<file path="config.mk">
export PLATFORM = sky130hd
export DESIGN_NAME = active_list
export DESIGN_NICKNAME = d
export VERILOG_FILES = /design/src/rtl/active_list.sv
export SDC_FILE = /design/constraint.sdc
export NUM_CORES = 1
export LEC_CHECK = 0
export ABC_AREA = 1
export BUFFER_PORTS_ARGS = -buffer_cell sky130_fd_sc_hd__clkbuf_2
export CORE_MARGIN = 2
export CORE_UTILIZATION = 45
export CTS_CLUSTER_DIAMETER = 60
export CTS_CLUSTER_SIZE = 14
export DETAILED_ROUTE_END_ITERATION = 12
export HOLD_SLACK_MARGIN = 0.1
export PLACE_DENSITY = 0.57
export SLEW_MARGIN = 0
export SYNTH_ARGS = -nofsm -noshare
export SYNTH_HDL_FRONTEND = slang
export SYNTH_SLANG_ARGS = --single-unit
</file>
<file path="constraint.sdc">
create_clock -name clk -period 8.6 [get_ports clk]
set_clock_uncertainty 0.05 [all_clocks]
set_input_delay 1.72 -clock clk [delete_from_list [all_inputs] [get_ports clk]]
set_output_delay 1.72 -clock clk [all_outputs]
set_load 0.03 [all_outputs]
</file>
<file path="src/rtl/active_list.sv">
// active_list
// In-order retirement buffer (active list / ROB) behind the register map
// table. Accepts one renamed instruction per cycle, marks entries done on
// out-of-order completion notices, and retires the oldest entry once it is
// done, handing its superseded physical register back to the free list.
//
// Ports:
//   clk, rst_n          clock, synchronous active-low reset
//   disp_valid/ready    dispatch handshake; transfer when both high at an edge
//   disp_uses_rw        instruction writes a destination register
//   disp_prev_preg      physical reg previously mapped to the destination
//   disp_lreg           logical destination register
//   disp_tag            tag given to the dispatching instruction (tail pointer)
//   cmpl_valid/tag      completion notice for an entry
//   commit_valid        head entry retires this cycle
//   commit_free_en      free-list write enable (commit_valid & head.uses_rw)
//   commit_free_preg    physical register being released (head.prev_preg)
//   commit_lreg         logical register of the retiring entry
//   count               number of occupied entries
//
// Handshake: a dispatch happens on a rising edge where disp_valid and
// disp_ready are both 1. disp_ready depends only on registered state, so the
// producer may hold disp_valid and wait; there is no path from disp_valid.
module active_list #(
   parameter int DEPTH  = 32,
   parameter int TAG_W  = $clog2(DEPTH),
   parameter int PREG_W = 6,
   parameter int LREG_W = 5
) (
   input  logic              clk,
   input  logic              rst_n,
   input  logic              disp_valid,
   output logic              disp_ready,
   input  logic              disp_uses_rw,
   input  logic [PREG_W-1:0] disp_prev_preg,
   input  logic [LREG_W-1:0] disp_lreg,
   output logic [TAG_W-1:0]  disp_tag,
   input  logic              cmpl_valid,
   input  logic [TAG_W-1:0]  cmpl_tag,
   output logic              commit_valid,
   output logic              commit_free_en,
   output logic [PREG_W-1:0] commit_free_preg,
   output logic [LREG_W-1:0] commit_lreg,
   output logic [TAG_W:0]    count
);

   logic [DEPTH-1:0]  valid_q, valid_d;
   logic [DEPTH-1:0]  done_q, done_d;
   logic [DEPTH-1:0]  uses_rw_q, uses_rw_d;
   logic [PREG_W-1:0] prev_preg_q [DEPTH];
   logic [PREG_W-1:0] prev_preg_d [DEPTH];
   logic [LREG_W-1:0] lreg_q [DEPTH];
   logic [LREG_W-1:0] lreg_d [DEPTH];
   logic [TAG_W-1:0]  head_q, head_d;
   logic [TAG_W-1:0]  tail_q, tail_d;
   logic [TAG_W:0]    count_q, count_d;

   logic do_disp;
   logic do_commit;

   // Full blocks dispatch even if the head retires this same cycle; a freed
   // slot is only reusable from the next cycle.
   assign disp_ready = (count_q != (TAG_W+1)'(DEPTH));
   assign disp_tag   = tail_q;
   assign count      = count_q;

   assign do_disp   = disp_valid & disp_ready;
   assign do_commit = (count_q != '0) & valid_q[head_q] & done_q[head_q];

   assign commit_valid     = do_commit;
   assign commit_free_en   = do_commit & uses_rw_q[head_q];
   assign commit_free_preg = prev_preg_q[head_q];
   assign commit_lreg      = lreg_q[head_q];

   always_comb begin
      valid_d     = valid_q;
      done_d      = done_q;
      uses_rw_d   = uses_rw_q;
      prev_preg_d = prev_preg_q;
      lreg_d      = lreg_q;
      head_d      = head_q;
      tail_d      = tail_q;
      count_d     = count_q;

      // Completion is applied before the commit clear so that a repeated
      // completion aimed at the retiring head cannot resurrect its done bit.
      if (cmpl_valid && valid_q[cmpl_tag]) begin
         done_d[cmpl_tag] = 1'b1;
      end

      if (do_commit) begin
         valid_d[head_q] = 1'b0;
         done_d[head_q]  = 1'b0;
         head_d          = head_q + TAG_W'(1);
      end

      // The tail slot is never valid when not full, so it cannot collide
      // with the head being cleared or with an accepted completion.
      if (do_disp) begin
         valid_d[tail_q]     = 1'b1;
         done_d[tail_q]      = 1'b0;
         uses_rw_d[tail_q]   = disp_uses_rw;
         prev_preg_d[tail_q] = disp_prev_preg;
         lreg_d[tail_q]      = disp_lreg;
         tail_d              = tail_q + TAG_W'(1);
      end

      case ({do_disp, do_commit})
         2'b10:   count_d = count_q + (TAG_W+1)'(1);
         2'b01:   count_d = count_q - (TAG_W+1)'(1);
         default: count_d = count_q;
      endcase
   end

   always_ff @(posedge clk) begin
      if (!rst_n) begin
         valid_q <= '0;
         done_q  <= '0;
         head_q  <= '0;
         tail_q  <= '0;
         count_q <= '0;
      end else begin
         valid_q <= valid_d;
         done_q  <= done_d;
         head_q  <= head_d;
         tail_q  <= tail_d;
         count_q <= count_d;
      end
   end

   // Payload is only read behind a valid bit, so it is left out of reset.
   always_ff @(posedge clk) begin
      uses_rw_q   <= uses_rw_d;
      prev_preg_q <= prev_preg_d;
      lreg_q      <= lreg_d;
   end

endmodule

</file>
# Word level (Yosys, flattened, before mapping)
# Cells that the tools add are included.
dict set report totals {
  out_inout_bits 25
  inputBits 21
  regBits 464
  memories 0
  latch_bits 0
  wordCells 139
  romBits 0
  mem_bits_rw 0
}
dict set report classes {
  n_eq_ne 3
  shift 0
  bitwise_logic 13
  n_mul 0
  n_mux 33
  n_reduce_logical 7
  add_sub_neg 4
  order_cmp 9
  div_mod_pow 0
}
# operator n
set ops {}
lappend ops {{192-bit bitwise mux} 1}
lappend ops {{160-bit bitwise mux} 1}
lappend ops {{32-bit two-way mux} 5}
lappend ops {{32-bit AND} 3}
lappend ops {{32-bit NOT} 2}
lappend ops {{32-bit OR} 2}
lappend ops {{32-bit bitwise mux} 1}
lappend ops {{6-bit binary-select mux with 5-bit select} 1}
lappend ops {{6-bit demux with 5-bit select} 1}
lappend ops {{5-bit binary-select mux with 5-bit select} 1}
lappend ops {{5-bit demux with 5-bit select} 1}
lappend ops {{1-bit binary-select mux with 5-bit select} 4}
lappend ops {{5-bit by 6-bit < comparator with 1-bit output (second input constant)} 3}
lappend ops {{6-bit two-way mux} 3}
lappend ops {{1-bit demux with 5-bit select} 3}
lappend ops {{5-bit by 1-bit >= comparator with 1-bit output (second input constant)} 3}
lappend ops {{5-bit two-way mux} 3}
lappend ops {{6-bit >= comparator (second input constant)} 2}
lappend ops {{5-bit NOT with 6-bit output} 2}
lappend ops {{6-bit one-hot mux with 2 select lines} 1}
lappend ops {{5-bit by 1-bit adder with 5-bit output (second input constant)} 2}
lappend ops {{1-bit two-way mux} 7}
lappend ops {{6-bit by 1-bit adder with 6-bit output (second input constant)} 1}
lappend ops {{6-bit by 1-bit < comparator with 1-bit output (second input constant)} 1}
lappend ops {{other kinds (8)} 15}

# Longest topological paths before layout
dict set report depth {
  word_depth 10
  depth_mapped 23
  ltp_nobuf 21
}

# Worst setup path after synthesis
# Ideal clock, no wire load.
dict set report synth_timing {
  path_kind {reg-to-output}
  startpoint {register head_q[0]}
  endpoint {output port commit_free_en}
  arrival_time_ns 1.907
  slack_ns 4.923
  path_buffers 4
  required_ns 6.830
  path_stages_with_launch 11
  cell_sequence {dfxtp_1 buf_6 buf_2 buf_4 buf_4 a21oi_1 a22oi_1 o22ai_1 nor2_1 nand2_1 nor2_1}
}
dict set report synth_via {
  elab_chain_cells 5
  elab_cells_between_ends 9
  cone_classes {mux (6); bitwise (3)}
}
# item line
set synth_rtl {}
lappend synth_rtl {{from (decl)} 54} ;# logic [TAG_W-1:0] head_q, head_d;
lappend synth_rtl {{from (signal assigned)} 119} ;# head_q <= '0;
lappend synth_rtl {{from (signal assigned)} 125} ;# head_q <= head_d;
lappend synth_rtl {{1-bit binary-select mux with 5-bit select} 68} ;# assign do_commit = (count_q != '0) & valid_q[head_q] & done_q[head_q];
lappend synth_rtl {{1-bit two-way mux (implied by the code)} 68}
lappend synth_rtl {{1-bit AND (2 in series)} 68}
lappend synth_rtl {{1-bit AND (*)} 71} ;# assign commit_free_en = do_commit & uses_rw_q[head_q];
lappend synth_rtl {{to (decl)} 41} ;# output logic commit_free_en,
# Mark *: on every way between the ends. The rest lies on a longest branch, timed or not. The select of a mux whose other input is x is not followed.

# Worst setup path after layout
dict set report layout_timing {
  startpoint {register head_q[0]}
  endpoint {output port commit_valid}
}
dict set report layout_via {
  elab_chain_cells 4
  elab_cells_between_ends 6
  cone_classes {mux (4); bitwise (2)}
}
# item line
set layout_rtl {}
lappend layout_rtl {{1-bit binary-select mux with 5-bit select} 68}
lappend layout_rtl {{1-bit two-way mux (implied by the code)} 68}
lappend layout_rtl {{1-bit AND} 68}
lappend layout_rtl {{1-bit AND (*)} 68}
lappend layout_rtl {{to (decl)} 40} ;# output logic commit_valid,
# Marks and branches as above.

==> flow_results.xml <==
<?xml version="1.0" encoding="UTF-8"?>
<metrics>
  <group name="outcome">
    <metric name="outcome" unit="">complete, no violations</metric>
  </group>
  <group name="timing">
    <metric name="rsz0062_at_grt" unit="">no</metric>
    <metric name="final_period_utilization" unit="">0.6800</metric>
    <metric name="timing.slew.headroom" unit="">0.1653</metric>
    <metric name="worst-slew-pin-transition" unit="ns">1.248</metric>
    <metric name="max_freq" unit="MHz">171.0</metric>
    <metric name="hold_viol_final" unit="">0</metric>
    <metric name="timing.final.crit_period" unit="ns">5.848</metric>
    <metric name="fin_setup_tns" unit="ns">0</metric>
    <metric name="final_max_slew_viol_count" unit="">0</metric>
    <metric name="setup-violations-final" unit="">0</metric>
  </group>
  <group name="global_route">
    <metric name="first_pass_grt_wire_length" unit="um">89530</metric>
    <metric name="grt_overflow_total" unit="">0</metric>
    <metric name="maximum_number_of_pins_on_one_net_before_global_route_repair" unit="">106</metric>
    <metric name="track_usage" unit="">0.2556</metric>
    <metric name="antenna_found_initial" unit="">1</metric>
    <metric name="number_of_global_route_vias_before_repair" unit="">13980</metric>
  </group>
  <group name="worst_setup_path">
    <metric name="crit_chain" unit="">inv_6 -&gt; buf_4 -&gt; nand2_1 -&gt; nand3_1 -&gt; nand2_1 -&gt; nand2_1 -&gt; nand2_1 -&gt; nor2_1 -&gt; nand2_2 -&gt; nand3_2 -&gt; inv_2 -&gt; clkbuf_2</metric>
    <metric name="critPathSlowestCell" unit="">buf_4</metric>
    <metric name="worst_setup_path_end_kind" unit="">output pin</metric>
    <metric name="crit_required" unit="ns">6.83</metric>
    <metric name="critical_path_class" unit="">flip-flop to output pin</metric>
    <metric name="setup_crit_start_kind" unit="">flip-flop</metric>
    <metric name="arrival" unit="ns">4.08</metric>
    <metric name="crit_path_max_fanout" unit="">93</metric>
    <metric name="worst_path_most_repeated_cell" unit="">nand2_1</metric>
    <metric name="slowest_delay" unit="ns">0.67</metric>
  </group>
  <group name="placed_design">
    <metric name="io_buffer_count" unit="">45</metric>
    <metric name="place.gp.congestion" unit="">0.8964</metric>
    <metric name="dp_cell_count" unit="">2530</metric>
    <metric name="place.detailed.hpwl" unit="um">34200</metric>
  </group>
  <group name="clock_tree">
    <metric name="clock_tree.root_cell" unit="">clkbuf_16</metric>
    <metric name="hold_buffers" unit="">0</metric>
    <metric name="cts_made_buffers" unit="">44</metric>
    <metric name="postCtsSetupBuffers" unit="">0</metric>
    <metric name="clk-insertion-delay-late" unit="ns">0.58</metric>
    <metric name="htree_num_levels" unit="">2</metric>
    <metric name="post_cts.resized_instances" unit="">0</metric>
    <metric name="clk_pin_slew" unit="ns">0.06</metric>
    <metric name="cts_max_path_buffers" unit="">3</metric>
    <metric name="tritoncts" unit="">done</metric>
    <metric name="cts_num_sinks" unit="">464</metric>
  </group>
  <group name="die">
    <metric name="initial_utilization" unit="">0.4582</metric>
    <metric name="coreArea" unit="um2">44410</metric>
    <metric name="dieArea" unit="um2">46940</metric>
    <metric name="floorplan.rows" unit="">77</metric>
    <metric name="floorplan.io_pins" unit="">46</metric>
    <metric name="die_h" unit="um">216.6</metric>
    <metric name="floorplan.die.width" unit="um">216.6</metric>
  </group>
  <group name="power">
    <metric name="leakage" unit="nW">8.154</metric>
    <metric name="ir_worst_vdd" unit="V">0.0001271</metric>
    <metric name="total_power_density_per_cell_area" unit="nW/um2">204.1</metric>
  </group>
  <group name="drt">
    <metric name="vias_per_cell" unit="">5.742</metric>
    <metric name="wl_per_cell" unit="um">23.02</metric>
    <metric name="first_pass_iters" unit="">6</metric>
    <metric name="first_iter_violations" unit="">1971</metric>
    <metric name="drt_total_wl" unit="um">59980</metric>
    <metric name="vias" unit="">14960</metric>
    <metric name="route.detailed.drc" unit="">0</metric>
    <metric name="ant_nets" unit="">0</metric>
  </group>
  <group name="logic_synthesis">
    <metric name="synth.lib_cells_used.distinct" unit="">39</metric>
    <metric name="yosys-top-cells-count" unit="">edfxtp_1 (384), nand2_1 (331), nor2_1 (307)</metric>
    <metric name="synth-seq-cells" unit="">464</metric>
    <metric name="syn_avg_cell_area" unit="um2">10.20</metric>
    <metric name="ys_top_cells_by_area" unit="">edfxtp_1 (57%), dfxtp_1 (7.9%), nand2_1 (6.1%)</metric>
    <metric name="syn_nets" unit="">2027</metric>
    <metric name="synthDominantAreaCellType" unit="">edfxtp_1</metric>
    <metric name="post-synth-top-count-cell" unit="">edfxtp_1</metric>
    <metric name="synth_sequential_area_ratio" unit="">0.6454</metric>
    <metric name="post_synth_inst_count" unit="">1995</metric>
    <metric name="ys.warnings.count" unit="">0</metric>
    <metric name="synthDominantCellAreaShare" unit="">0.5667</metric>
    <metric name="synth_async_sr_flop_share" unit="">0</metric>
    <metric name="syn-cell-area" unit="um2">20350</metric>
    <metric name="synth_flop_type" unit="">edfxtp_1</metric>
    <metric name="synth_edf_count" unit="">384</metric>
  </group>
  <group name="cells_and_area">
    <metric name="nNetsFinal" unit="">2016</metric>
    <metric name="utilization_of_the_core_after_routing" unit="">0.5015</metric>
    <metric name="number_of_diodes_added_for_antenna_fixing" unit="">0</metric>
    <metric name="instances_no_fill" unit="">2606</metric>
    <metric name="synthToLayoutAreaGrowth" unit="%">9.451</metric>
    <metric name="layout-drive-gt1-share" unit="">0.07597</metric>
    <metric name="layout_filler_cell_count" unit="">4052</metric>
  </group>
  <group name="flow_run">
    <metric name="drv.max_cap_violation_count" unit="">0</metric>
  </group>
  <group name="hold_path">
    <metric name="min_path_type" unit="">flip-flop to flip-flop</metric>
  </group>
</metrics>
[power by group]
group	total (mW)	internal, mW	switching (mW)
registers	2.45	2.45	0.00893
clock network	1.94	1.09	0.843
logic	0.156	0.0314	0.124
[cells in the final DEF, fill, tap and decap left out, types with 17 or more instances in the layout]
| master | instances |
|---|---|
| a21oi_1 | 78 |
| a22o_1 | 17 |
| clkbuf_16 | 46 |
| clkbuf_2 | 45 |
| dfxtp_1 | 78 |
| edfxtp_1 | 384 |
| inv_1 | 158 |
| nand2_1 | 331 |
| nand3_1 | 101 |
| nand4_1 | 41 |
| nor2_1 | 307 |
| o21ai_0 | 190 |
| o22ai_1 | 92 |
[path summary, 6_finish.rpt]
| check | from | endpoint | slack, ns | cells after the start |
|---|---|---|---|---|
| setup reg to reg | head_q[0] | count[4] | 3.59 | 22 |
| hold reg to reg | valid_q[29] | valid_q[29] | 0.42 | 2 |
| hold / removal | valid_q[29] | valid_q[29] | 0.42 | 2 |
| setup / recovery | head_q[0] | commit_valid | 2.75 | 12 |
[through the flow]
step           cell area (um2)  hold slack (ns)  setup slack, ns  total power, mW
3_3_place_gp             20880           0.4001            3.468            2.655
4_1_cts                  22270           0.4133            2.761            4.577
5_1_grt                  22270           0.4470            2.473            4.664
2_1_floorplan            20350           0.3907            4.923            2.585
3_5_place_dp             20880           0.4038            3.374            2.657
6_report                 22270           0.4179            2.752            4.546
[worst max-delay path: cells and delay by family (launching register included)]
| family | cells | cell delay (ns) |
|---|---|---|
| buffers and inverters | 4 | 1.50 |
| flip-flops | 1 | 0.46 |
| AND/OR/NAND/NOR | 8 | 1.39 |
[metal layers]
metal | wire length (um) | vias to the layer above | GRT usage
li1 | - | 6901 | -
met1 | 26270 | 7302 | 0.3746
met2 | 26390 | 664 | 0.3851
met3 | 5301 | 96 | 0.04365
met4 | 2022 | 0 | 0.08813
met5 | 0 | - | 0
[sequential cells by signal, indices dropped and copies added (netlist names)]
name         cells
count            6
disp_tag         5
done_q          32
head_q           5
lreg_q         160
prev_preg_q    192
uses_rw_q       32
valid_q         32
[final cells by class]
cell class	instances	area (um2)	area share
clock inverter	12	153.9	0.006910
multi-input combinational	1250	6035	0.2710
clock buffer	64	1239	0.05562
timing repair buffer	61	345.3	0.01551
sequential	464	13140	0.5900
inverter	163	618.1	0.02775
tap	592	740.7	0.03326
[kinds of logic after synthesis]
family          share of synthesized area
flops                              0.6454
buf+inv                           0.05952
simple gates                       0.1743
compound gates                     0.1088
xor+xnor                         0.005165
fa+ha+maj                        0.006764
Power figures use the tool's default switching activity.
